==> config.mk <==
export PLATFORM = sky130hd
export DESIGN_NAME = k_counter_filter
export DESIGN_NICKNAME = d
export VERILOG_FILES = /design/src/rtl/k_counter_filter.sv
export SDC_FILE = /design/constraint.sdc
export NUM_CORES = 1
export LEC_CHECK = 0
export ABC_AREA = 1
export CAP_MARGIN = 5
export CORE_UTILIZATION = 50
export DETAILED_ROUTE_END_ITERATION = 8
export GPL_ROUTABILITY_DRIVEN = 0
export HOLD_SLACK_MARGIN = 0.06
export PLACE_DENSITY = 0.68
export SLEW_MARGIN = 10
export SYNTH_ARGS = -nofsm -noshare
export SYNTH_HDL_FRONTEND = slang
export SYNTH_SLANG_ARGS = --single-unit
==> constraint.sdc <==
create_clock -name clk -period 4.05 [get_ports clk]
set_clock_uncertainty 0.1 [all_clocks]
set_input_delay 0.81 -clock clk [delete_from_list [all_inputs] [get_ports clk]]
set_output_delay 0.81 -clock clk [all_outputs]
set_load 0.1 [all_outputs]
==> src/rtl/k_counter_filter.sv <==
// DPLL "K counter" loop filter: independent modulo-K up/down counters driven by the phase
// detector, emitting carry/borrow pulses, plus a windowed event-rate lock indicator.
module k_counter_filter #(
   parameter int unsigned KMAX_LOG    = 8,
   parameter int unsigned KMIN_LOG    = 2,
   parameter int unsigned SYNC_STAGES = 2,
   parameter int unsigned WIN_LEN     = 256,
   parameter int unsigned LOCK_THR    = 2,
   parameter int unsigned EVW         = 8
) (
   input  logic           clk,
   input  logic           reset,
   input  logic           en,
   input  logic           dnUp,
   input  logic [3:0]     kSel,
   output logic           carry,
   output logic           borrow,
   output logic           locked,
   output logic [EVW-1:0] evtCount
);

   localparam int unsigned WW = (WIN_LEN > 1) ? $clog2(WIN_LEN) : 1;
   localparam logic [3:0] KMinL = 4'(KMIN_LOG);
   localparam logic [3:0] KMaxL = 4'(KMAX_LOG);
   localparam logic [KMAX_LOG-1:0] AllOnes = '1;
   localparam logic [WW-1:0] WinLast = WW'(WIN_LEN - 1);
   localparam logic [EVW-1:0] LockThrL = EVW'(LOCK_THR);

   logic dnS;

   if (SYNC_STAGES == 0) begin : gNoSync
      assign dnS = dnUp;
   end else begin : gSync
      logic [SYNC_STAGES-1:0] syncQ;
      always_ff @(posedge clk or negedge reset) begin
         if (!reset) begin
            syncQ <= '0;
         end else begin
            syncQ[0] <= dnUp;
            for (int i = 1; i < SYNC_STAGES; i++) syncQ[i] <= syncQ[i-1];
         end
      end
      assign dnS = syncQ[SYNC_STAGES-1];
   end

   logic [3:0]          kReg, kEff;
   logic                kChange;
   logic [KMAX_LOG-1:0] termVal;
   logic [KMAX_LOG-1:0] upCntQ, upCntD, dnCntQ, dnCntD;
   logic                carryQ, carryD, borrowQ, borrowD;
   logic [WW-1:0]       winQ, winD;
   logic [EVW-1:0]      accQ, accD, accInc, evtQ, evtD;
   logic                lockedQ, lockedD;

   always_comb begin
      kEff = kSel;
      if (kSel < KMinL)      kEff = KMinL;
      else if (kSel > KMaxL) kEff = KMaxL;
   end

   assign kChange = (kEff != kReg);
   // K-1 as a right-aligned mask; kReg never exceeds KMAX_LOG.
   assign termVal = AllOnes >> (KMaxL - kReg);

   always_comb begin
      upCntD  = upCntQ;
      dnCntD  = dnCntQ;
      carryD  = 1'b0;
      borrowD = 1'b0;
      if (kChange) begin
         upCntD = '0;
         dnCntD = '0;
      end else if (en) begin
         if (!dnS) begin
            if (upCntQ == termVal) begin
               upCntD = '0;
               carryD = 1'b1;
            end else begin
               upCntD = upCntQ + 1'b1;
            end
         end else begin
            if (dnCntQ == termVal) begin
               dnCntD  = '0;
               borrowD = 1'b1;
            end else begin
               dnCntD = dnCntQ + 1'b1;
            end
         end
      end
   end

   // Saturating event accumulate, including the event produced on this edge.
   assign accInc = (accQ == '1) ? accQ : accQ + EVW'(carryD | borrowD);

   always_comb begin
      winD    = winQ;
      accD    = accQ;
      evtD    = evtQ;
      lockedD = lockedQ;
      if (en) begin
         if (winQ == WinLast) begin
            evtD    = accInc;
            lockedD = (accInc <= LockThrL);
            accD    = '0;
            winD    = '0;
         end else begin
            accD = accInc;
            winD = winQ + 1'b1;
         end
      end
   end

   always_ff @(posedge clk or negedge reset) begin
      if (!reset) begin
         kReg    <= KMinL;
         upCntQ  <= '0;
         dnCntQ  <= '0;
         carryQ  <= 1'b0;
         borrowQ <= 1'b0;
         winQ    <= '0;
         accQ    <= '0;
         evtQ    <= '0;
         lockedQ <= 1'b0;
      end else begin
         kReg    <= kEff;
         upCntQ  <= upCntD;
         dnCntQ  <= dnCntD;
         carryQ  <= carryD;
         borrowQ <= borrowD;
         winQ    <= winD;
         accQ    <= accD;
         evtQ    <= evtD;
         lockedQ <= lockedD;
      end
   end

   assign carry    = carryQ;
   assign borrow   = borrowQ;
   assign locked   = lockedQ;
   assign evtCount = evtQ;

endmodule

==> impl_metrics.toml <==
[detailed_routing]
antenna_left = 0
drt-initial-drc-count = 243
detail_route.vias_per_cell = 5.171
wl_met3_um = 254
met2_length_um = 2793
drtPass1Iterations = 4
routed.top_layer = "met4"
via_count = 2544
wl_met1_um = 3190
wl_um = 6291
drc = 0
routedWlPerCell_um = 12.79

[synthesis]
synth_ff_type = "dfrtp_1"
synth_top_area_cell = "dfrtp_1"
synth_cells = 396
syn_area_mm2 = 0.003078
yosys_warnings = 0
syn-num-nets = 413
async_flop_share_pct = 100.0
synth_edf_count = 0
synth-seq-area-share_pct = 39.88
ys_seq_elements = 49
ys_top_cells_by_count = "nand2_1 (98), inv_1 (53), dfrtp_1 (48)"
yosysTopAreaCellShare_pct = 39.02
avgSynthCellArea_um2 = 7.773
synth.distinct_cells = 32
synthMostInstantiatedCell = "nand2_1"
synthTopCellsByArea = "dfrtp_1 (39%), nand2_1 (12%), nand3_1 (7.0%)"

[worst_setup_path]
crit_required_ns = 4.21
critPathCaptureType = "flop"
crit_type = "reg -> reg"
worst_setup_path_start_kind = "flop"
cp.arrival_ns = 3.67
crit_path_max_fanout = 5
rr_worst_depth = 21

[timing]
rsz0062_at_grt = "no"
tns_ns = 0
finalCritPeriodShare_pct = 86.80
hold-worst-slack_ns = 0.2584
relSlewSlack_pct = 34.88
fmax_ghz = 0.2845
period_needed_ns = 3.515
setup_viol = 0
slew_violations = 0
worst-slew-pin-transition_ns = 0.9737
hold_violations = 0

[layout]
seqCellArea_mm2 = 0.001227
multi_input_area_mm2 = 0.001568
antenna_cells = 0
area_growth_pct = 10.65
layout-drive-gt1-share_pct = 11.51
fill_cells = 565
layout.nets = 433

[power]
irDropWorstVdd_uv = 263.6
p_switching_uw = 447.5
internal_power_uw = 767.9
clkPwrFrac_pct = 24.5
p_seq_share_pct = 48.4
powerDensity_mw_per_mm2 = 356.9
pwr-share-comb_pct = 27.1
p_leak_uw = 0.001819
p_sw_share_pct = 36.82

[clock_tree]
htree_levels = 2
clk_latency_ns = 0.31
cts_tree = "yes"
hold_buffers = 0
cts_setup_buffers = 0
post_cts_resized = 0
clockBufferDepth = 2
clk_pin_slew_worst_paths_ns = 0.10
cts.sinks = 49
numCtsBuffers = 5
cts_root_buf = "clkbuf_8"

[grt]
grtUsageTotal_pct = 22.34
first_global_vias = 2361
overflow = 0
grt_first_pass_wirelength_um = 11140
grt_max_degree = 34
antenna_found_initial = 0

[floorplan]
boundaryPins = 19
dieHeight_um = 80.46
die_area_mm2 = 0.006474
core.rowCount = 28
start_util_pct = 51.99
dieWidth_um = 80.46
core_area_mm2 = 0.005921

[placement]
io_buffer_count = 18
hpwlAfterDp_um = 4713

[worst_hold_path]
min_path_type = "reg -> reg"
min_path_cells = 0

[run_status]
status = "finished, final reports clean"

[flow_run]
maxCapViolCount = 0
layer usage:
| layer | GRT usage, % | up-vias |
|---|---|---|
| met5 | 0 | - |
| met4 | 5.536 | 0 |
| met3 | 4.659 | 6 |
| met2 | 33.73 | 50 |
| met1 | 32.44 | 1181 |
| li1 | - | 1307 |
final timing paths:
kind / startpoint / endpoint / slack [ns]
max: kReg[1] / locked / 0.53
min: gSync.syncQ[0] / gSync.syncQ[1] / 0.26
max reg2reg: kReg[1] / locked / 0.53
min reg2reg: gSync.syncQ[0] / gSync.syncQ[1] / 0.26
max in group asynchronous: reset / upCntQ[1] / 2.77
min in group asynchronous: reset / dnCntQ[4] / 0.31
cell usage in the layout, fill, tap and decap left out, types with 2 or more instances in the layout:
cell,synthesis,layout
or2_1,16,16
nor2_4,6,6
xor2_1,18,18
o21ai_1,2,2
nand4_1,15,15
buf_4,0,4
nand3b_1,2,2
nor3_1,9,9
clkbuf_8,0,5
inv_2,6,6
clkdlybuf4s50_1,0,17
nor2_2,4,4
dfrtp_1,48,48
nor2_1,16,16
ha_1,9,9
inv_1,53,53
o21ai_0,11,11
nand3_2,10,10
a21oi_1,4,4
nand2_1,98,98
nand3_1,43,43
nand2_2,2,2
nand2_4,2,2
a31oi_1,4,4
o21ai_2,2,2
worst max-delay path, stage by stage (launching register included):
cell and delay [ns]:
dfstp_2 0.56, inv_1 0.07, ha_1 0.20, ha_1 0.36, nand2_1 0.14, nand2_1 0.08, nand2_1 0.04, o21ai_0 0.16
nand2_1 0.11, nor2_4 0.15, nand3_1 0.12, nand2_1 0.09, ha_1 0.17, ha_1 0.20, nand2_1 0.11, nand2_1 0.07
nand2_1 0.05, nor2_1 0.19, nand2_1 0.08, nor3_1 0.23, nand3_1 0.11, nand2_1 0.07
area by class of cell:
class | instances | area share, %
clock inverters | 3 | 0.6245
inverters | 59 | 6.503
flip-flops and latches | 49 | 36.04
well taps | 75 | 2.755
repair buffers | 22 | 6.025
multi-input cells | 279 | 46.03
clock buffers | 5 | 2.021
cell families after synthesis:
logic type      after synthesis  share of synthesized area (%)
fa+ha+maj                     9                          3.659
buf+inv                      68                          9.187
compound gates               25                          4.594
xor+xnor                     19                          5.407
flops                        49                          39.88
simple gates                226                          37.28
sequential cells by signal, indices dropped and copies added, names as in the netlist:
name	cells
carry	1
borrow	1
locked	1
dnCntQ	8
gSync.syncQ	2
accQ	8
kReg	4
winQ	8
upCntQ	8
evtCount	8
per-stage QoR:
step	power, µW	worst slack, ns	std cells	area, µm²	utilization, %
2_1_floorplan	848.8	1.055	396	3078	-
3_3_place_gp	922.3	0.4621	484	3316	56.00
3_5_place_dp	927.1	0.3692	484	3316	56.00
4_1_cts	1225	0.5915	492	3406	57.52
5_1_grt	1286	0.2720	492	3406	57.52
6_report	1215	0.5348	492	3406	57.52
power by group through the flow:
stage,combinational [µW],sequential [µW],clock [µW]
after global routing,366,596,324
after floorplan,188,661,0
after global placement,326,596,0
final,330,588,298
after CTS,331,588,306
after detailed placement,331,596,0
Power figures use the tool's default switching activity.
